==> src/rtl/td4_ctrl_pkg.sv <==
`default_nettype none
// ============================================================================
// Module      : td4_ctrl_pkg
// Description : Shared opcode encodings and sequencer state type for the
//               TD4 control sequencer.
// Revision    : 1.0 - initial release
// ============================================================================
package td4_ctrl_pkg;

    localparam logic [3:0] OP_ADD_IM = 4'b0000;
    localparam logic [3:0] OP_MOV_RR = 4'b0001;
    localparam logic [3:0] OP_IN     = 4'b0010;
    localparam logic [3:0] OP_MOV_IM = 4'b0011;
    localparam logic [3:0] OP_OUT_R  = 4'b1001;
    localparam logic [3:0] OP_OUT_IM = 4'b1011;
    localparam logic [3:0] OP_JNC    = 4'b1110;
    localparam logic [3:0] OP_JMP    = 4'b1111;

    typedef enum logic [1:0] {
        ST_FETCH = 2'd0,
        ST_EXEC  = 2'd1,
        ST_HALT  = 2'd2
    } state_e;

endpackage : td4_ctrl_pkg
`default_nettype wire

==> src/rtl/td4_op_decode.sv <==
`default_nettype none
// ============================================================================
// Module      : td4_op_decode
// Description : Combinational TD4 instruction decoder. Produces the next
//               register/output/PC load strobes, the source select and an
//               illegal flag (undefined opcode or out-of-range index).
//               Strobes are forced to 0 for illegal instructions; the select
//               is left to the caller to sanitise.
// Revision    : 1.0 - initial release
// ============================================================================
module td4_op_decode
    import td4_ctrl_pkg::*;
#(
    parameter  int NREG = 2,
    localparam int RW   = $clog2(NREG),
    localparam int SW   = $clog2(NREG + 2)
) (
    input  logic [3:0]      op_i,
    input  logic [RW-1:0]   rd_i,
    input  logic [RW-1:0]   rs_i,
    input  logic            carry_i,
    output logic [NREG-1:0] ld_reg_o,
    output logic            ld_out_o,
    output logic            ld_pc_o,
    output logic [SW-1:0]   sel_o,
    output logic            illegal_o
);

    localparam logic [SW-1:0] c_SEL_IN  = SW'(NREG);
    localparam logic [SW-1:0] c_SEL_IMM = SW'(NREG + 1);

    logic [NREG-1:0] w_rd_onehot;
    logic            w_idx_bad;

    // One-hot expansion of the destination index
    always_comb begin
        w_rd_onehot = '0;
        for (int i = 0; i < NREG; i++) begin
            w_rd_onehot[i] = (rd_i == RW'(i));
        end
    end

    // Opcode decode; any index outside the register file is illegal
    always_comb begin
        ld_reg_o  = '0;
        ld_out_o  = 1'b0;
        ld_pc_o   = 1'b0;
        sel_o     = '0;
        illegal_o = 1'b0;
        w_idx_bad = (int'(rd_i) >= NREG) || (int'(rs_i) >= NREG);

        case (op_i)
            OP_ADD_IM, OP_MOV_IM: begin
                ld_reg_o = w_rd_onehot;
                sel_o    = c_SEL_IMM;
            end
            OP_MOV_RR: begin
                ld_reg_o = w_rd_onehot;
                sel_o    = SW'(rs_i);
            end
            OP_IN: begin
                ld_reg_o = w_rd_onehot;
                sel_o    = c_SEL_IN;
            end
            OP_OUT_R: begin
                ld_out_o = 1'b1;
                sel_o    = SW'(rs_i);
            end
            OP_OUT_IM: begin
                ld_out_o = 1'b1;
                sel_o    = c_SEL_IMM;
            end
            OP_JNC: begin
                ld_pc_o  = ~carry_i;
                sel_o    = c_SEL_IMM;
            end
            OP_JMP: begin
                ld_pc_o  = 1'b1;
                sel_o    = c_SEL_IMM;
            end
            default: begin
                illegal_o = 1'b1;
            end
        endcase

        if (w_idx_bad) begin
            illegal_o = 1'b1;
        end

        if (illegal_o) begin
            ld_reg_o = '0;
            ld_out_o = 1'b0;
            ld_pc_o  = 1'b0;
        end
    end

endmodule : td4_op_decode
`default_nettype wire

==> src/rtl/td4_ctrl_seq.sv <==
`default_nettype none
// ============================================================================
// Module      : td4_ctrl_seq
// Description : Registered TD4 control sequencer for NREG registers.
//               FETCH accepts one instruction per handshake, EXEC presents
//               its strobes for one cycle and captures the ALU carry.
//               Build option TD4_CTRL_TRAP_EN: undefined instructions halt
//               the sequencer with a sticky trap; otherwise they run as NOP.
// Revision    : 1.0 - initial release
// ============================================================================
module td4_ctrl_seq
    import td4_ctrl_pkg::*;
#(
    parameter  int NREG = 2,
    localparam int RW   = $clog2(NREG),
    localparam int SW   = $clog2(NREG + 2)
) (
    input  logic            clk,
    input  logic            rst_n,
    input  logic            instr_valid,
    output logic            instr_ready,
    input  logic [3:0]      instr_op,
    input  logic [RW-1:0]   instr_rd,
    input  logic [RW-1:0]   instr_rs,
    input  logic            carry_in,
    output logic [NREG-1:0] ld_reg,
    output logic            ld_out,
    output logic            ld_pc,
    output logic [SW-1:0]   sel,
    output logic            carry_q,
    output logic            trap
);

    logic [NREG-1:0] w_ld_reg;
    logic            w_ld_out;
    logic            w_ld_pc;
    logic [SW-1:0]   w_sel;
    logic            w_illegal;

    state_e          state_q;
    logic [NREG-1:0] ld_reg_q;
    logic            ld_out_q;
    logic            ld_pc_q;
    logic [SW-1:0]   sel_q;
    logic            flag_q;

    td4_op_decode #(
        .NREG (NREG)
    ) u_decode (
        .op_i      (instr_op),
        .rd_i      (instr_rd),
        .rs_i      (instr_rs),
        .carry_i   (flag_q),
        .ld_reg_o  (w_ld_reg),
        .ld_out_o  (w_ld_out),
        .ld_pc_o   (w_ld_pc),
        .sel_o     (w_sel),
        .illegal_o (w_illegal)
    );

`ifdef TD4_CTRL_TRAP_EN
    logic trap_q;
`endif

    // Sequencer FSM with registered strobes, select, carry flag and trap
    always_ff @(posedge clk or negedge rst_n) begin
        if (!rst_n) begin
            state_q  <= ST_FETCH;
            ld_reg_q <= '0;
            ld_out_q <= 1'b0;
            ld_pc_q  <= 1'b0;
            sel_q    <= '0;
            flag_q   <= 1'b0;
`ifdef TD4_CTRL_TRAP_EN
            trap_q   <= 1'b0;
`endif
        end else begin
            // Strobes are single-cycle pulses unless a handshake reloads them
            ld_reg_q <= '0;
            ld_out_q <= 1'b0;
            ld_pc_q  <= 1'b0;

            case (state_q)
                ST_FETCH: begin
                    if (instr_valid) begin
`ifdef TD4_CTRL_TRAP_EN
                        if (w_illegal) begin
                            sel_q   <= '0;
                            trap_q  <= 1'b1;
                            state_q <= ST_HALT;
                        end else begin
                            ld_reg_q <= w_ld_reg;
                            ld_out_q <= w_ld_out;
                            ld_pc_q  <= w_ld_pc;
                            sel_q    <= w_sel;
                            state_q  <= ST_EXEC;
                        end
`else
                        // Illegal words run as NOP: decoder already
                        // suppressed their strobes
                        ld_reg_q <= w_ld_reg;
                        ld_out_q <= w_ld_out;
                        ld_pc_q  <= w_ld_pc;
                        sel_q    <= w_illegal ? '0 : w_sel;
                        state_q  <= ST_EXEC;
`endif
                    end
                end
                ST_EXEC: begin
                    flag_q  <= carry_in;
                    state_q <= ST_FETCH;
                end
`ifdef TD4_CTRL_TRAP_EN
                ST_HALT: begin
                    state_q <= ST_HALT;
                end
`endif
                default: begin
                    state_q <= ST_FETCH;
                end
            endcase
        end
    end

    assign instr_ready = (state_q == ST_FETCH);
    assign ld_reg      = ld_reg_q;
    assign ld_out      = ld_out_q;
    assign ld_pc       = ld_pc_q;
    assign sel         = sel_q;
    assign carry_q     = flag_q;

`ifdef TD4_CTRL_TRAP_EN
    assign trap = trap_q;
`else
    assign trap = 1'b0;
`endif

endmodule : td4_ctrl_seq
`default_nettype wire
==> config.mk <==
export PLATFORM = sky130hd
export DESIGN_NAME = td4_ctrl_seq
export DESIGN_NICKNAME = d
export VERILOG_FILES = /design/src/rtl/td4_ctrl_pkg.sv /design/src/rtl/td4_op_decode.sv /design/src/rtl/td4_ctrl_seq.sv
export SDC_FILE = /design/constraint.sdc
export NUM_CORES = 1
export LEC_CHECK = 0
export CAP_MARGIN = 20
export CORE_AREA = 2 2 39 41
export DETAILED_ROUTE_END_ITERATION = 10
export DIE_AREA = 0 0 41 43
export PLACE_DENSITY = 0.58
export SLEW_MARGIN = 20
export SYNTH_ARGS = -nofsm -noshare
export SYNTH_HDL_FRONTEND = slang
export SYNTH_SLANG_ARGS = --single-unit
==> constraint.sdc <==
create_clock -name clk -period 2 [get_ports clk]
set_input_delay 0.3 -clock clk [delete_from_list [all_inputs] [get_ports clk]]
set_output_delay 0.3 -clock clk [all_outputs]
set_load 0.02 [all_outputs]
==> metrics.md, run 1 <==
| Metric | Value |
|---|---|
| Layout cell share with drive strength beyond 1 | 0.122 |
| Nets | 61 |
| MaxCap Viol Count | 0 |
| Clock skew | 0.0115 ns |
| Max-slew violations | 0 |
| Setup Viol. Count Final | 0 |
| Min-delay worst type | in -> async |
| Critical path endpoint category | output port |
| Inserted Clock Buffers | 3 |
| YS warnings | 0 |
| Detailed-route wire length | between 800 and 900 um |
| Status | complete, no violations |
| Post-Syn Instances | 30 |
| Grt total ovfl | 0 |
| Crit path largest cell delay | between 0.5 and 0.6 ns |
| Number of synthesized flops with an enable pin | 0 |
| Period minus WS final | ~1.6 ns |
| Setup TNS | 0 ns |
| First-pass GRT wire length | 1.15 mm |
| Initial antenna violation count | 0 |
| Library cells used by synthesis | 17 |
| Leak | roughly 0.23 nW |
| Core area | 1380 um2 |
| Via count of the first global-routing pass | 270 |
| Row cnt | 14 |
| GR peak layer | met2 |
| CTS tree | done |
| Async S/R FF share, synth | 1.00 |
| Simple-gate portion of the synthesized area | 0.195 |
| Req. time, crit path | around 1.7 ns |
| P_sw | roughly 0.11 mW |
| Clock-pin slew on the worst setup and hold paths | approximately 0.060 ns |
| Post-synthesis cell area | between 300 and 400 um2 |
| Worst-Skew Late Latency | 0.26 ns |
| IO Count | 19 |
| Sw frac | 0.268 |
| Clock sinks | 8 |
| Post-Synth XOR/XNOR Area | 0 |
| Average wire per standard cell | roughly 12 um |
| Int Pwr | ~0.29 mW |
| Area delta synth->final | 62.6% |
| Adder-cell share of the synthesized area | 0 |
| Area of the die | 1760 um2 |
| Vert. Die Dim | between 40 and 50 um |
| # DRC | 0 |
| Critical Path Start Type | register |
| CTS hold repair buffers | 0 |
| Htree depth | 1 |
| Peak VDD IR | ~0.19 mV |
| Fin. Hold Viols | 0 |
| GR Util met2 | 0.166 |
| RSZ-0062 raised after global routing | no |
| Met1 Usage GRT | 0.109 |
| Starting Density | 0.237 |
| Vias | 300 |
| Crit Path Class | reg -> out |
| #FFs+latches synth | 8 |
| Post-CTS Setup Bufs | 0 |
| Via density | 4.62 |
| Clock power frac | 0.318 |
| CP Max Fanout | 2 |
| Sequential power share | 0.454 |
| Detailed placement HPWL | a little under 600 um |
| Synth Area in Compound Gates | 0.103 |
| Part of the cycle the worst path needs | 0.792 |
| Logic pwr share | 0.228 |
| N_diodes | 0 |
| Initial DRC count | 3 |
| Mean Syn Cell Area | 10.9 um2 |
| Post-route core utilization | 0.385 |
| Port bufs | 17 |
| Root buf cell | clkbuf_4 |
| Die width | 41 um |
| Post-Syn Nets | 40 |
| Slowest CP cell | clkdlybuf4s50_1 |
| Arrival time worst endpoint | 1.28 ns |
| Drt pass-1 iters | 2 |
| Main combinational cell family by area after synthesis | simple AND/OR/NAND/NOR gates |
| FMAX | approximately 0.63 GHz |
| Final GP Congestion | approximately 0.65 |
| Met3 Use GR | 0.0157 |
| Cell Chain, Critical Path | inv_1 -> clkdlybuf4s50_1 |
| Routed Antenna Nets | 0 |
| Pin count of the biggest net entering global routing | 9 |
| Dominant synthesized flop cell | dfrtp_1 |
| Deepest clock path buffer count | 2 |
| Total track usage | 0.111 |
| Post-synthesis mux area share | 0.0344 |
| CTS resizes | 0 |
| Sequential area share after synthesis | 0.611 |
| Power Dens Cells | roughly 750 nW/um2 |
-- stage by stage --
step / instances / hold WS [ns] / power, mW / worst slack (ns) / area [um2]
global route: 65 / 0.345 / 0.421 / 0.345 / 533
floorplan: 30 / 0.00441 / 0.223 / 0.883 / 328
finish: 65 / 0.308 / 0.399 / 0.417 / 533
global placement: 62 / 0.503 / 0.274 / 0.463 / 510
detailed placement: 62 / 0.509 / 0.275 / 0.461 / 510
CTS: 65 / 0.320 / 0.408 / 0.399 / 533
-- critical path, delay by kind of cell (launching register included) --
kind	cells	cell delay (ns)
buffers and inverters	2	0.66
flip-flops	1	0.37
-- path summary, 6_finish.rpt --
kind | from | endpoint | cells after the start | slack (ns)
worst min-delay path | rst_n | ld_reg[0]$_DFF_PN0_ | 1 | 0.31
min in group clk | sel[1]$_DFFE_PN0P_ | sel[1]$_DFFE_PN0P_ | 1 | 0.52
worst min register to register | sel[1]$_DFFE_PN0P_ | sel[1]$_DFFE_PN0P_ | 1 | 0.52
worst max register to register | state_q[0]$_DFFE_PN0P_ | sel[0]$_DFFE_PN0P_ | 5 | 0.91
max in group asynchronous | rst_n | carry_q$_DFFE_PN0P_ | 1 | 1.42
worst max-delay path | state_q[0]$_DFFE_PN0P_ | instr_ready | 2 | 0.42
-- power by group through the flow --
| stage | clock network, mW | registers, mW | logic [mW] |
|---|---|---|---|
| after global routing | 0.140 | 0.183 | 0.0979 |
| after detailed placement | 0 | 0.185 | 0.0906 |
| after floorplan | 0 | 0.197 | 0.0260 |
| final | 0.127 | 0.181 | 0.0910 |
| after global placement | 0 | 0.184 | 0.0904 |
| after CTS | 0.134 | 0.182 | 0.0919 |
-- cells by family (layout without fill, tap and decap cells) --
logic type / Yosys count / in the layout
mux: 1 / 1
buf+inv: 3 / 22
flops: 8 / 8
other cells: 1 / 1
compound gates: 5 / 5
simple gates: 12 / 12
-- synth_stat cells, types with 2 or more instances --
| library cell | instances | area (um2) |
|---|---|---|
| a21oi_1 | 2 | 10.0 |
| dfrtp_1 | 8 | 200 |
| nand2_1 | 4 | 15.0 |
| nor3_1 | 2 | 10.0 |
| inv_1 | 2 | 7.51 |
-- layout make-up --
cell class              count  area, um2
clock buffers               3       22.5
fillers                   148        851
inverters                   2       7.51
multi-input cells          19        113
flip-flops and latches      8        200
well taps                  16       20.0
repair buffers             17        170
-- placed cells by master, fill, tap and decap left out --
cell type and n:
nor4_1 1, nand3_1 1, dfrtp_1 8, or2_2 1
nor3_1 2, clkdlybuf4s50_1 17, nor2b_1 1, clkbuf_4 3
o21ai_0 1, o22a_1 1, inv_1 2, a21oi_1 2
nor4b_1 1, or3_1 1, nand2_1 4, conb_1 1
mux2_2 1, o22a_2 1
-- per-layer routing --
metal  share of wire  vias up  wire length [um]
li1                -      140                 -
met1            0.35      144               280
met3           0.061        4                49
met5               0        -                 0
met2            0.55       12               443
met4           0.039        0                31
(Power assumes the default switching activity.)
==> run 2: changes to the inputs <==
==> constraint.sdc (replaced) <==
create_clock -name clk -period 1.58 [get_ports clk]
set_input_delay 0.237 -clock clk [delete_from_list [all_inputs] [get_ports clk]]
set_output_delay 0.237 -clock clk [all_outputs]
set_load 0.02 [all_outputs]
==> metrics.md, run 2 (synthesis results as in run 1) <==
| Metric | Value |
|---|---|
| Port bufs | 17 (unchanged) |
| Max-slew violations | 0 (unchanged) |
| Inserted Clock Buffers | 3 (unchanged) |
| RSZ-0062 raised after global routing | no |
| Most frequent cells in the layout | clkdlybuf4s50_1 (17), dfrtp_1 (8), nand2_1 (4) |
| Via density | 4.42 (-4.1%) |
| Min-delay worst type | in -> async |
| Post-route core utilization | 0.391 (+0.00543) |
| CTS tree | done |
| CTS resizes | 0 (unchanged) |
| Layout cell share with drive strength beyond 1 | 0.140 (+0.0176) |
| Vert. Die Dim | 43 um (unchanged) |
| Crit path largest cell delay | 0.59 ns (about the same) |
| Average wire per standard cell | 10.8 um (-13%) |
| CTS hold repair buffers | 0 (unchanged) |
| Drt pass-1 iters | 3 (+1) |
| Starting Density | 0.237 (unchanged) |
| Commonest non-fill, non-tap cell in the layout | clkdlybuf4s50_1 |
| Peak VDD IR | 0.276 mV (+47%) |
| Placed cell count | 63 (+1.6%) |
| Area of the multi-input gates | 113 um2 (unchanged) |
| Final GP Congestion | 0.668 (+2.8%) |
| Deepest clock path buffer count | 2 (unchanged) |
| MaxCap Viol Count | 0 (unchanged) |
| Leak | 0.232 nW (+2.1%) |
| Row cnt | 14 (unchanged) |
| Vias | 292 (-2.7%) |
| Initial antenna violation count | 0 (unchanged) |
| Clock power frac | 0.308 (-0.010) |
| Req. time, crit path | 1.34 ns (-0.36 ns) |
| Sequential power share | 0.459 (+0.005) |
| Core area | 1380 um2 (unchanged) |
| Area of the die | 1760 um2 (unchanged) |
| Post-DP Area | 518 um2 (+1.5%) |
| Critical path endpoint category | output port |
| Status | complete, no violations |
| Period minus WS final | between 1.5 and 2 ns |
| FF/Latch Area | 200 um2 (unchanged) |
| R2R cell count | 5 (unchanged) |
| Nets | 62 (+1.6%) |
| Detailed placement HPWL | 563 um (-2.5%) |
| RR Startpoint | state_q[0]$_DFFE_PN0P_ |
| Initial DRC count | 1 (-2) |
| Arrival time worst endpoint | 1.28 ns (about the same) |
| Htree depth | 1 (unchanged) |
| Setup Viol. Count Final | 0 (unchanged) |
| CP Max Fanout | 2 (unchanged) |
| Routed Antenna Nets | 0 (unchanged) |
| N_diodes | 0 (unchanged) |
| Final instance area | 541 um2 (+1.4%) |
| Power Dens Cells | 924 nW/um2 (+23%) |
| Part of the cycle the worst path needs | 0.961 |
| Detailed-route wire length | 713 um (-11%) |
| Int Pwr | 0.371 mW (+27%) |
| Die width | 41 um (unchanged) |
| Crit Path Class | reg -> out |
| Critical Path Start Type | register |
| Reg2reg setup slack | 0.52 ns (-0.39 ns) |
| Clock-pin slew on the worst setup and hold paths | 0.06 ns (about the same) |
| Sw frac | 0.256 (-0.0112) |
| Root buf cell | clkbuf_4 |
| Worst-Skew Late Latency | 0.25 ns (about the same) |
| P_sw | 0.128 mW (+20%) |
| Cell Chain, Critical Path | inv_1 -> clkdlybuf4s50_1 |
| Layout Cells excl Fill | 66 (+1.5%) |
| Grt total ovfl | 0 (unchanged) |
| Total track usage | 0.107 (-0.00438) |
| Logic pwr share | 0.233 (+0.005) |
| R2R Path End | sel[1]$_DFFE_PN0P_ |
| Fillers | 154 (+4.1%) |
| Clock sinks | 8 (unchanged) |
| IO Count | 19 (unchanged) |
| Area delta synth->final | 64.9% |
| FMAX | roughly 0.66 GHz |
| # DRC | 0 (unchanged) |
| Slowest CP cell | clkdlybuf4s50_1 |
| Via count of the first global-routing pass | 290 (+7.4%) |
| Fin. Hold Viols | 0 (unchanged) |
| Pin count of the biggest net entering global routing | 9 (unchanged) |
| First-pass GRT wire length | 1.18 mm (+2.3%) |
| Post-CTS Setup Bufs | 0 (unchanged) |
| Clock skew | 0.00630 ns (-0.00517 ns) |
| Setup TNS | 0 ns (unchanged) |
-- run 2: layout make-up --
type | instances | area share
clock buffer | 3 | 0.0417
inverter | 2 | 0.0139
multi-input combinational | 19 | 0.208
sequential | 8 | 0.370
tap | 16 | 0.0370
timing repair buffer | 18 | 0.329
-- run 2: worst max-delay path by stage --
stage,startpoint,endpoint,slack (ns),cells after the start
floorplan,state_q[0]$_DFFE_PN0P_,sel[0]$_DFFE_PN0P_,0.46,5
global placement,instr_op[0],sel[0]$_DFFE_PN0P_,0.13,4
detailed placement,instr_op[0],sel[0]$_DFFE_PN0P_,0.1,4
CTS,state_q[0]$_DFFE_PN0P_,instr_ready,0.05,2
global route,state_q[0]$_DFFE_PN0P_,instr_ready,0.003,2
finish,state_q[0]$_DFFE_PN0P_,instr_ready,0.06,2
-- run 2: worst max-delay path, delay by kind of cell (launching register included) --
kind	cells	cell delay, ns
buffers and inverters	2	0.66
flip-flops	1	0.37
-- run 2: per-layer routing --
metal  vias up  global-route usage  wire length, um
met5         -                   0                0
met4         0               0.100               19
met3         2              0.0471               47
met2        12               0.159              359
met1       135               0.102              286
li1        143                   -                -
-- run 2: metrics by stage --
stage,power [mW],worst slack [ns],hold WS [ns]
3_3_place_gp,0.349,0.131,0.504
2_1_floorplan,0.282,0.463,-0.0586
6_report,0.499,0.0619,0.265
4_1_cts,0.507,0.0503,0.274
3_5_place_dp,0.351,0.0958,0.508
5_1_grt,0.527,0.00304,0.294
-- run 2: power by group through the flow --
| stage | Clock, mW | Sequential, mW | Combinational, mW |
|---|---|---|---|
| after detailed placement | 0 | 0.233 | 0.118 |
| after global placement | 0 | 0.233 | 0.116 |
| after floorplan | 0 | 0.249 | 0.0330 |
| after global routing | 0.171 | 0.231 | 0.125 |
| final | 0.154 | 0.229 | 0.116 |
| after CTS | 0.160 | 0.230 | 0.118 |
